`src/rtl/uart_pkg.sv`:
```
// Shared UART definitions: frame width, default bit timing and the receiver state encoding.
package uart_pkg;
  localparam int UART_DATA_BITS    = 8;
  localparam int UART_CLKS_PER_BIT = 868;

  typedef enum logic [2:0] {
    ST_IDLE    = 3'd0,
    ST_START   = 3'd1,
    ST_DATA    = 3'd2,
    ST_STOP    = 3'd3,
    ST_RECOVER = 3'd4
  } uart_state_e;
endpackage

```
`src/rtl/uart_sync2.sv`:
```
// Two-flop synchronizer for a single asynchronous input; INIT sets the reset value of both flops.
module uart_sync2 #(
  parameter logic INIT = 1'b1
) (
  input  logic clk,
  input  logic rst_n,
  input  logic d,
  output logic q
);
  logic s1;

  always_ff @(posedge clk or negedge rst_n) begin
    if (!rst_n) begin
      s1 <= INIT;
      q  <= INIT;
    end else begin
      s1 <= d;
      q  <= s1;
    end
  end
endmodule

```
`src/rtl/uart_rx.sv`:
```
// 8N1 serial receiver: mid-bit sampling timed by a per-bit counter, registered byte/strobe outputs.
module uart_rx import uart_pkg::*; #(
  parameter int CLKS_PER_BIT = UART_CLKS_PER_BIT
) (
  input  logic       clk,
  input  logic       rst_n,
  input  logic       rx_in,
  output logic [7:0] data_out,
  output logic       data_valid,
  output logic       frame_err,
  output logic       busy
);
  localparam int HALF = CLKS_PER_BIT / 2;
  localparam int CW   = $clog2(CLKS_PER_BIT);

  logic          rx_sync;
  uart_state_e   state, state_n;
  logic [CW-1:0] cnt, cnt_n;
  logic [2:0]    bit_idx, bit_idx_n;
  logic [7:0]    shreg, shreg_n;
  logic [7:0]    data_n;
  logic          dv_n, fe_n;

  uart_sync2 #(.INIT(1'b1)) u_sync (
    .clk  (clk),
    .rst_n(rst_n),
    .d    (rx_in),
    .q    (rx_sync)
  );

  wire half_hit = (cnt == CW'(HALF - 1));
  wire bit_hit  = (cnt == CW'(CLKS_PER_BIT - 1));

  always_comb begin
    state_n   = state;
    cnt_n     = cnt;
    bit_idx_n = bit_idx;
    shreg_n   = shreg;
    data_n    = data_out;
    dv_n      = 1'b0;
    fe_n      = 1'b0;
    case (state)
      ST_IDLE: begin
        cnt_n = '0;
        if (!rx_sync) state_n = ST_START;
      end
      ST_START: begin
        if (half_hit) begin
          cnt_n     = '0;
          bit_idx_n = '0;
          // A start bit that is high again at its midpoint was only a glitch.
          state_n   = rx_sync ? ST_IDLE : ST_DATA;
        end else begin
          cnt_n = cnt + 1'b1;
        end
      end
      ST_DATA: begin
        if (bit_hit) begin
          cnt_n   = '0;
          shreg_n = {rx_sync, shreg[7:1]};
          if (bit_idx == 3'(UART_DATA_BITS - 1)) state_n = ST_STOP;
          else bit_idx_n = bit_idx + 1'b1;
        end else begin
          cnt_n = cnt + 1'b1;
        end
      end
      ST_STOP: begin
        if (bit_hit) begin
          cnt_n = '0;
          if (rx_sync) begin
            data_n  = shreg;
            dv_n    = 1'b1;
            state_n = ST_IDLE;
          end else begin
            fe_n    = 1'b1;
            state_n = ST_RECOVER;
          end
        end else begin
          cnt_n = cnt + 1'b1;
        end
      end
      ST_RECOVER: begin
        // Hold off until the line returns high so a break cannot look like a start bit.
        cnt_n = '0;
        if (rx_sync) state_n = ST_IDLE;
      end
      default: begin
        cnt_n   = '0;
        state_n = ST_IDLE;
      end
    endcase
  end

  always_ff @(posedge clk or negedge rst_n) begin
    if (!rst_n) begin
      state      <= ST_IDLE;
      cnt        <= '0;
      bit_idx    <= '0;
      shreg      <= '0;
      data_out   <= 8'h00;
      data_valid <= 1'b0;
      frame_err  <= 1'b0;
      busy       <= 1'b0;
    end else begin
      state      <= state_n;
      cnt        <= cnt_n;
      bit_idx    <= bit_idx_n;
      shreg      <= shreg_n;
      data_out   <= data_n;
      data_valid <= dv_n;
      frame_err  <= fe_n;
      busy       <= (state_n != ST_IDLE);
    end
  end
endmodule

```
`config.mk`:
```
export PLATFORM = sky130hd
export DESIGN_NAME = uart_rx
export DESIGN_NICKNAME = d
export VERILOG_FILES = /design/src/rtl/uart_pkg.sv /design/src/rtl/uart_sync2.sv /design/src/rtl/uart_rx.sv
export SDC_FILE = /design/constraint.sdc
export NUM_CORES = 1
export LEC_CHECK = 0
export ABC_AREA = 1
export CORE_MARGIN = 8
export CORE_UTILIZATION = 49
export CTS_CLUSTER_DIAMETER = 80
export DETAILED_ROUTE_END_ITERATION = 10
export PLACE_DENSITY = 0.72
export SYNTH_ARGS = -nofsm -noshare
export SYNTH_HDL_FRONTEND = slang
export SYNTH_HIERARCHICAL = 1
export SYNTH_SLANG_ARGS = --single-unit
```
`constraint.sdc`:
```
create_clock -name clk -period 1.9 [get_ports clk]
set_input_delay 0.475 -clock clk [delete_from_list [all_inputs] [get_ports clk]]
set_output_delay 0.475 -clock clk [all_outputs]
set_load 0.02 [all_outputs]
```
==> results.md, run 1 <==
* Status: finished, final reports clean
* I/O Buffers at 13
* Slowest CP cell: clkdlybuf4s50_1
* Post-CTS sizing at 0
* Setup_tns at 0 ns
* Core Box Area at 3630 um^2
* Syn Inst Count at 201
* Worst vdd ir at between 0.0005 and 0.0006 V
* Final period util at 91.4%
* Share of cells above drive strength 1 at approximately 18%
* Pwr Total at roughly 1.5 mW
* MaxCap Viol Count at 0
* Post-route DRC at 0
* Hold Violations, Final at 0
* HP Class: in -> async
* Worst path required time at 1.42 ns
* Startpoint Class: register
* Slowest Stage Delay on Critical Path at about 0.61 ns
* Max Root-Sink Buffers at 2
* Syn_area_per_cell at about 9.1 um^2
* Critical path fanouts, max at 2
* Family with the most delay on the worst path: buffers and inverters
* Async S/R FF share, synth at 100%
* GP Congestion at 0.827
* Seq/Total Area, Yosys at about half
* Worst skew pair latency at between 0.2 and 0.3 ns
* Storage cell area at around 930 um^2
* Max Slew Vio Count at 0
* Root buffer cell: clkbuf_8
* Syn_nets at 208
* DP Worst Slack at 0.278 ns
* Yosys cell types at 26
* Die Y at ~77 um
* Top cell types by occurrence after synthesis: 39 x nand2_1, 35 x dfrtp_1, 28 x inv_1
* Final worst path period need at approximately 1.7 ns
* Wire per inst at ~11 um
* Global-route wire length before repair at 5510 um
* Filler cells at ~330
* Tightest Pin Transition at 0.441 ns
* DR vias/cell at around 4.9
* Antenna-violating nets left at 0
* Initial Util at between 50% and 60%
* Synth area leaders: dfrtp_1 48%, nand2_1 8.0%, inv_1 5.7%
* Via count at 1316
* Final nets at between 200 and 250
* Vias in the first global route at between 1000 and 1500
* Die area at between 5000 and 6000 um^2
* Num CTS Buffers at 5
* EDFF count, synth at 0
* Mapped cell area at 1830 um^2
* H-tree Lvls at 2
* Crit. End Element: output port
* Slew HR at between 70% and 80%
* Critical path buffers and inverters at 1
* CP cell instances: clkdlybuf4s50_1
* Most common cell in the netlist: nand2_1
* RSZ-0062 raised after global routing: false
* Initial antenna violation count at 0
* Post-CTS Hold Buffers at 0
* Worst-path clk slew at ~0.07 ns
* Final WL at roughly 3100 um
* WS Path Type: reg -> out
* Iter 0 DRT Violations at between 80 and 90
* Synth warnings at 6
* Row count at 22
* Multi-input logic area at around 730 um^2
* Most used DFF post-synth: dfrtp_1
* TritonRoute pass-1 iters at 4
* Yosys top cell area share at about 48%
* Grt total ovfl at 0
* Peak Freq at 0.576 GHz
* IO Count at 14
* Setup bufs post-CTS at 0
* Fin worst setup slack at ~0.16 ns
* PD cells at about 700 nW/um^2
* Largest net degree at the start of global routing at 38
* Leak pwr at 0.964 nW
* # clock sinks at 37
* Yosys top cell by area: dfrtp_1
* Layout area overhead at 14.4%
* Final Setup Violations at 0
* Critical path arrival at 1.26 ns
* Total Routing Usage GR at between 10 and 15%
* Diodes inserted at 0
* Die width at ~77 um
* CTS tree: done
* Post-DP HPWL at around 2300 um
* Skew final at 0.00543 ns
* Register bit total from synthesis at 37
## cells in the final DEF, fill, tap and decap left out, drive strengths merged
master,n
o21bai,1
nand4,6
xor2,1
nor3,3
nor2,23
ha,4
o21a,3
buf,3
o21ai,19
a31oi,7
inv,32
xnor2,1
clkinv,1
dfrtp,35
nand2,43
dfstp,2
a21oi,3
bufinv,1
clkdlybuf4s50,12
clkbuf,6
nand3,14
## power by group
| group | leakage, nW | internal, mW | switching, mW |
|---|---|---|---|
| clock | 0.0554 | 0.394 | 0.270 |
| sequential | 0.490 | 0.791 | 0.00184 |
| combinational | 0.419 | 0.00454 | 0.0154 |
## path summary, 6_finish.rpt
check / start / to / slack, ns / cells after the start
worst max-delay path: data_out[3] / data_out[3] / 0.16 / 1
min in group clk: u_sync/s1 / u_sync/q / 0.36 / 0
worst min-delay path: rst_n / data_out[7] / 0.21 / 2
worst min register to register: u_sync/s1 / u_sync/q / 0.36 / 0
max in group asynchronous: rst_n / u_sync/q / 1.35 / 2
worst max register to register: cnt[0] / bit_idx[1] / 0.27 / 8
## registers in the layout, summed over array words and instances, names as in the netlist
signal,flops
data_out,8
shreg,8
state,3
u_sync/s1,1
cnt,10
busy,1
frame_err,1
u_sync/q,1
bit_idx,3
data_valid,1
## layout make-up
type                            instances  share of cell area [%]
Timing Repair Buffer                   15                    6.70
Clock inverter                          2                    1.85
Clock buffer                            6                    3.47
Tap cell                               48                    2.87
Inverter                               32                    5.74
Multi-Input combinational cell        128                    35.0
Sequential cell                        37                    44.4
## logic make-up after synthesis
logic type	count (synthesis)	share of synthesized area, %
flops	37	50.8
xor+xnor	2	0.958
fa+ha+maj	4	2.74
compound gates	33	12.3
simple gates	89	24.0
buf+inv	36	9.23
## stage by stage
step	hold WS [ns]	cell area, um^2	instances	util (%)
5_1_grt	0.252	2090	268	57.6
2_1_floorplan	0.179	1830	201	-
3_3_place_gp	0.350	1980	260	54.5
3_5_place_dp	0.349	1980	260	54.5
6_report	0.214	2090	268	57.6
4_1_cts	0.220	2090	268	57.6
## routing by layer
layer	part of all wire, %	GRT usage [%]	wire length, um	up-vias
met5	0	0	0	-
met4	1.7	5.66	53	0
met3	3.9	3.26	119	5
met2	45	17.9	1380	15
met1	49	13.6	1510	617
li1	-	-	-	679
Note: power is estimated with default switching activity, not from simulation.
==> run 2, diff against run 1 <==
--- a/config.mk
+++ b/config.mk
@@ -12,4 +12,5 @@
 export DETAILED_ROUTE_END_ITERATION = 10
 export PLACE_DENSITY = 0.72
+export SKIP_LAST_GASP = 1
 export SYNTH_ARGS = -nofsm -noshare
 export SYNTH_HDL_FRONTEND = slang
==> constraint.sdc (replaced) <==
create_clock -name clk -period 1.9 [get_ports clk]
set_input_delay 0.38 -clock clk [delete_from_list [all_inputs] [get_ports clk]]
set_output_delay 0.38 -clock clk [all_outputs]
set_load 0.02 [all_outputs]
==> results of run 2 <==
The final DEF is identical to that of run 1. Status: finished, final reports clean.
Main changes from that run: setup slack after layout 0.164 ns -> 0.259 ns; hold slack 0.214 ns -> 0.119 ns
